===== src/rtl/serial_adder_n.sv =====
// serial_adder_n -- bit-serial adder, one full-adder cell plus a carry FF.
// It adds two WIDTH-bit operands LSB-first, one bit per clock. The result is
// ready WIDTH clocks after start is accepted.
//
// Ports:
//   clk    rising-edge clock
//   rst_n  asynchronous active-low reset
//   start  request; accepted only in IDLE or DONE
//   a, b   operands, captured on accept
//   cin    carry-in, captured on accept
//   sub    (only with SERIAL_ADDER_SUB_EN) 1 = a - b, captured on accept
//   busy   high while the serial add is running
//   done   one-cycle completion pulse
//   sum    registered result, held until the next completion
//   cout   registered carry-out (with sub: 1 = no borrow)
//
// Optional feature: define SERIAL_ADDER_SUB_EN to add the sub port.
module serial_adder_n #(
  parameter int unsigned WIDTH = 8
) (
  input  logic             clk,
  input  logic             rst_n,
  input  logic             start,
  input  logic [WIDTH-1:0] a,
  input  logic [WIDTH-1:0] b,
  input  logic             cin,
`ifdef SERIAL_ADDER_SUB_EN
  input  logic             sub,
`endif
  output logic             busy,
  output logic             done,
  output logic [WIDTH-1:0] sum,
  output logic             cout
);

  // One extra counter bit so WIDTH=1 and powers of two cannot wrap early.
  localparam int unsigned CW = $clog2(WIDTH) + 1;

  typedef enum logic [1:0] {IDLE, RUN, DONE} state_t;

  state_t           state, state_next;
  logic [WIDTH-1:0] a_sh, b_sh, res, res_next;
  logic [WIDTH-1:0] b_load;
  logic             c_load;
  logic             carry, carry_next, bit_sum;
  logic [CW-1:0]    cnt;
  logic             accept, last;

  assign accept = start && ((state == IDLE) || (state == DONE));
  assign last   = (state == RUN) && (cnt == CW'(WIDTH - 1));

  // Values loaded on accept. Subtraction inverts B and uses a carry of 1.
`ifdef SERIAL_ADDER_SUB_EN
  assign b_load = sub ? ~b : b;
  assign c_load = sub ? 1'b1 : cin;
`else
  assign b_load = b;
  assign c_load = cin;
`endif

  // Full-adder cell on the current LSBs.
  always_comb begin
    bit_sum    = a_sh[0] ^ b_sh[0] ^ carry;
    carry_next = (a_sh[0] & b_sh[0]) | ((a_sh[0] ^ b_sh[0]) & carry);
    // Shift the new bit into the result MSB; written this way so that
    // WIDTH=1 needs no zero-width slice.
    res_next            = res >> 1;
    res_next[WIDTH-1]   = bit_sum;
  end

  // State register
  always_ff @(posedge clk or negedge rst_n) begin
    if (!rst_n) state <= IDLE;
    else        state <= state_next;
  end

  // Next-state logic
  always_comb begin
    state_next = state;
    case (state)
      IDLE:    if (accept) state_next = RUN;
      RUN:     if (last)   state_next = DONE;
      DONE:    state_next = accept ? RUN : IDLE;
      default: state_next = IDLE;
    endcase
  end

  // Output logic
  always_comb begin
    busy = (state == RUN);
    done = (state == DONE);
  end

  // Datapath
  always_ff @(posedge clk or negedge rst_n) begin
    if (!rst_n) begin
      a_sh  <= '0;
      b_sh  <= '0;
      res   <= '0;
      carry <= 1'b0;
      cnt   <= '0;
      sum   <= '0;
      cout  <= 1'b0;
    end else if (accept) begin
      a_sh  <= a;
      b_sh  <= b_load;
      carry <= c_load;
      cnt   <= '0;
    end else if (state == RUN) begin
      a_sh  <= a_sh >> 1;
      b_sh  <= b_sh >> 1;
      carry <= carry_next;
      res   <= res_next;
      cnt   <= cnt + CW'(1);
      if (last) begin
        sum  <= res_next;
        cout <= carry_next;
      end
    end
  end

endmodule


===== config.mk =====
export PLATFORM = sky130hd
export DESIGN_NAME = serial_adder_n
export DESIGN_NICKNAME = d
export VERILOG_FILES = /design/src/rtl/serial_adder_n.sv
export SDC_FILE = /design/constraint.sdc
export NUM_CORES = 1
export LEC_CHECK = 0
export CAP_MARGIN = 25
export CORE_ASPECT_RATIO = 1.75
export CORE_MARGIN = 2
export CORE_UTILIZATION = 30
export DETAILED_ROUTE_END_ITERATION = 10
export PLACE_DENSITY_LB_ADDON = 0.12
export RECOVER_POWER = 50
export SLEW_MARGIN = 20
export SYNTH_ARGS = -nofsm -noshare
export SYNTH_HDL_FRONTEND = slang
export SYNTH_SLANG_ARGS = --single-unit

===== constraint.sdc =====
create_clock -name clk -period 2.65 [get_ports clk]
set_input_delay 0.53 -clock clk [delete_from_list [all_inputs] [get_ports clk]]
set_output_delay 0.53 -clock clk [all_outputs]
set_load 0.02 [all_outputs]

# Word-level counts from Yosys, hierarchy flattened
# Index checks and enable logic that the tools add are counted.
[totals]
ff_bits = 40
wordCells = 40
out_inout_bits = 11
input_bits = 20
[op_classes]
n_reduce_logical = 8
n_addsub = 1
n_bitwise = 6
n_mux = 12
n_eq_ne = 5
[ops]
columns = ["op", "n"]
rows = [
  ["8-bit two-way mux", 4],
  ["4-bit two-way mux", 2],
  ["2-bit one-hot mux with 3 select lines", 1],
  ["4-bit by 1-bit adder with 4-bit output (second input constant)", 1],
  ["4-bit by 3-bit == test with 1-bit output (second input constant)", 1],
  ["2-bit two-way mux", 2],
  ["2-bit AND reduction", 2],
  ["1-bit two-way mux", 3],
  ["3-bit AND reduction", 1],
  ["1-bit bitwise AND", 2],
  ["2-bit by 1-bit == test with 1-bit output (second input constant)", 1],
  ["2-bit == test (second input constant)", 1],
  ["1-bit logical AND", 2],
  ["2-bit zero test", 1],
  ["2-bit by 1-bit inequality test with 1-bit output (second input constant)", 1],
  ["2-bit inequality test (second input constant)", 1],
  ["2-bit nonzero test", 1],
  ["1-bit bitwise XOR", 2],
  ["1-bit logical OR", 1],
  ["1-bit inverter", 1],
  ["1-bit OR", 1],
]

# Longest topological paths before layout
[logic_depth]
word_depth = 5
depth_mapped = 6
depth_no_buf = 4

# Least setup slack after synthesis
# No wires, ideal clock.
[synth_path]
path_kind = "register to register"
start = "register state[1]"
end = "register cout"
slack_ns = 1.205
stages_incl_launch_ff = 5
setup_ns = 0.125
arrival_ns = 1.321
path_buffers = 1
required_time_ns = 2.525
period_less_slack_ns = 1.445
cell_sequence = "dfrtp_1 -> nand2b_1 -> buf_6 -> nor3_4 -> mux2_2"
[synth_between]
elab_chain_len = 5
word_cells_on_any_way = 8
classes_between = "eq/ne (2); bitwise (1); reduce/logical (5)"
[synth_rtl]
columns = ["item", "line_no", "rtl"]
rows = [
  ["from (decl)", "41", "state_t state, state_next;"],
  ["from (signal assigned)", "74", "else state <= state_next;"],
  ["2-bit == test / 2-bit zero test (equally long branches)", "49", "assign accept = start && ((state == IDLE) || (state == DONE));"],
  ["1-bit logical OR", "49", ""],
  ["1-bit logical AND", "49", ""],
  ["1-bit inverter (no line)", "--", ""],
  ["3-bit AND reduction (no line) *", "--", ""],
  ["to (signal assigned)", "117", "cout <= carry_next;"],
  ["to (decl)", "33", "output logic cout"],
]
# Mark *: on every way between the ends. The rest lies on a longest branch, timed or not.
# A chain may end at the register's enable or synchronous reset.

# Worst setup path after layout
[layout_path]
start = "register state[1]"
end = "register cnt[3]"
[layout_between]
elab_chain_len = 4
word_cells_on_any_way = 7
classes_between = "eq/ne (2); mux (1); reduce/logical (4)"
[layout_rtl]
columns = ["item", "line_no", "rtl"]
rows = [
  ["2-bit == test / 2-bit zero test (equally long branches)", "49", ""],
  ["1-bit logical OR", "49", ""],
  ["1-bit logical AND", "49", ""],
  ["4-bit two-way mux / 2-bit nonzero test (equally long branches)", "--", ""],
  ["to (signal assigned)", "114", "cnt <= cnt + CW'(1);"],
  ["to (decl)", "46", "logic [CW-1:0] cnt;"],
]
# Several ways; a longest one is shown, not always the timed one.

==> flow_metrics.env <==
export IMPL_rows=35
export IMPL_p_clk_frac=0.158
export IMPL_syn_cell_area_um2=1640
export IMPL_ys_flop_type="dfrtp_1"
export IMPL_final_setup_tns_ns=0
export IMPL_synth_warnings=0
export IMPL_finalHoldViolations=0
export IMPL_synth_cells=161
export IMPL_setup_viol=0
export IMPL_post_route_util=0.393
export IMPL_wirelength_mm=3.41
export IMPL_power_density_nw_per_um2=1170
export IMPL_cp_required_ns=2.82
export IMPL_cts_tree="built"
export IMPL_rsz0062_at_grt="false"
export IMPL_nets=213
export IMPL_dp_cells=258
export IMPL_async_flop_share=1.00
export IMPL_crit_type="reg2reg"
export IMPL_final_max_slew_viol_count=0
export IMPL_drv_cap=0
export IMPL_grt_pass1_wl_mm=5.99
export IMPL_port_buffers=30
export IMPL_dieArea_um2=6110
export IMPL_ys_types=25
export IMPL_viasPerCell=4.66
export IMPL_p_seq_frac=0.428
export IMPL_post_cts_setup_buffers=0
export IMPL_status="complete, no violations"
export IMPL_period_share=0.778
export IMPL_drtIter0Drc=39
export IMPL_synth_commonest_cells="53 x nand2_1, 39 x dfrtp_1, 15 x nor2_1, 12 x a31oi_1, 10 x mux2_2"
export IMPL_drive_gt1_frac=0.104
export IMPL_fillers=557
export IMPL_r2r_start="state[1]"
export IMPL_synth_top_cell_by_area="dfrtp_1"
export IMPL_syn_num_nets=183
export IMPL_grtUsageTotal=0.133
export IMPL_postRouteAntennaNets=0
export IMPL_startpoint="state[1]"
export IMPL_yosysSeqAreaShare=0.594
export IMPL_clk_latency_ns=0.29
export IMPL_sw_frac_of_total=0.377
export IMPL_cts_resized=0
export IMPL_clock_sinks=39
export IMPL_layout_min_cycle_time_ns=2.06
export IMPL_grt_overflow_total=0
export IMPL_wire_per_inst_um=12.8
export IMPL_root_buffer="clkbuf_8"
export IMPL_cp_arrival_ns=2.23
export IMPL_die_y_um=102
export IMPL_synth_top_cell_area_share=0.594
export IMPL_ios=31
export IMPL_synthTopCellsByArea="dfrtp_1 59%, nand2_1 12%, mux2_2 6.8%"
export IMPL_clk_pin_slew_worst_paths_ns=0.08
export IMPL_fin_cells=266
export IMPL_synthMostInstantiatedCell="nand2_1"
export IMPL_dr_pass1_iters=4
export IMPL_fmax_ghz=0.485
export IMPL_drc=0
export IMPL_worstMarginPinSlew_ns=1.25
export IMPL_place_hpwl_mm=2.33
export IMPL_start_util=0.310
export IMPL_syn2layout_area_growth_pct=26.8
export IMPL_holdBufCountCts=0
export IMPL_vdd_drop_max_mv=0.452
export IMPL_worstPathMaxFanout=29
export IMPL_gp_congestion=0.665
export IMPL_p_int_mw=1.52
export IMPL_grt_pass1_vias=1318
export IMPL_power_frac_comb=0.414
export IMPL_end_kind="register"
export IMPL_start_kind="register"
export IMPL_finalClockSkew_ns=0.00585
export IMPL_antenna_cells=0
export IMPL_ys_ff_latch=39
export IMPL_power_leakage_nw=0.936
export IMPL_cts_buffers_inserted=5
export IMPL_core_area_um2=5300
export IMPL_finalPower_mw=2.44
export IMPL_synth_edf_count=0
export IMPL_antenna_found_initial=0
export IMPL_clockBufferDepth=2
export IMPL_grt_max_degree=40
export IMPL_switchingPower_uw=921
export IMPL_die_w_um=60.0
export IMPL_syn_area_per_cell_um2=10.2
export IMPL_via_count=1239
export IMPL_hold_path_class="in2async"
export IMPL_hold_ws_ns=0.345
export IMPL_max_slew_margin_rel=0.164
export IMPL_htree_levels=2
-- cells in the final DEF, fill, tap and decap left out, types with 2 or more instances in the layout --
master	netlist	final
a22o_1	2	2
dfrtp_1	39	39
clkdlybuf4s50_1	0	29
nand3_1	2	2
nor2_1	15	15
clkbuf_1	7	3
nand2b_1	2	2
buf_4	0	2
clkbuf_8	0	5
a22oi_1	2	2
mux2i_1	2	2
a31oi_1	12	12
mux2_2	10	10
nand2_1	53	53
-- stage by stage --
stage / cell area [µm²] / setup slack [ns]
detailed placement: 2010 / 0.864
floorplan: 1640 / 1.20
CTS: 2090 / 0.606
global route: 2080 / 0.356
finish: 2080 / 0.590
global placement: 2010 / 0.886
-- critical path, stage by stage, from the launching register on --
cell and delay [ns]:
dfrtp_1 0.38, nand2b_1 0.16, inv_1 0.07, clkbuf_1 0.92, nand4_1 0.24, mux2i_1 0.17
-- routing by layer --
| metal | vias up | routed length (µm) | global-route usage |
|---|---|---|---|
| met2 | 27 | 1830 | 0.239 |
| met3 | 7 | 107 | 0.0241 |
| met4 | 0 | 68 | 0.0718 |
| met1 | 612 | 1400 | 0.141 |
| met5 | - | 0 | 0 |
| li1 | 593 | - | - |
-- cell type report --
cell class              count  area (µm²)  area share
clock buffers               7        76.3      0.0366
clock inverters             1        5.00     0.00240
inverters                   1        3.75     0.00180
multi-input cells         111         617       0.296
flip-flops and latches     39         976       0.468
well taps                  74        92.6      0.0444
repair buffers             33         314       0.151
-- final timing paths --
kind	to	slack, ns	cells after the start
max	cnt[3]	0.59	5
min	sum[1]	0.35	1
max reg2reg	cnt[3]	0.59	5
min reg2reg	res[1]	0.48	2
max in group asynchronous	a_sh[0]	1.76	1
min in group clk	res[1]	0.48	2
-- power by group through the flow --
stage / sequential, mW / clock (mW) / combinational (mW)
finish: 1.05 / 0.385 / 1.01
detailed placement: 1.06 / 0 / 1.04
global placement: 1.05 / 0 / 1.03
floorplan: 1.09 / 0 / 0.656
CTS: 1.05 / 0.399 / 1.05
global route: 1.09 / 0.427 / 1.16
-- registers in the layout, indices dropped and copies added, names as in the netlist --
register	cells
a_sh	8
state	2
cout	1
b_sh	8
sum	8
carry	1
cnt	4
res	7
-- logic make-up (layout without fill, tap and decap cells) --
kind of cell             after synthesis  count (layout)  share of synthesized area
XOR/XNOR                               1               1                    0.00533
flip-flops                            39              39                      0.594
adder cells (fa/ha/maj)                2               2                     0.0198
buffers and inverters                 11              42                     0.0312
AO/OA/AOI/OAI                         19              19                     0.0753
multiplexers                          12              12                     0.0807
AND/OR/NAND/NOR                       77              77                      0.194
No activity file was read; power rests on OpenSTA's default activity.
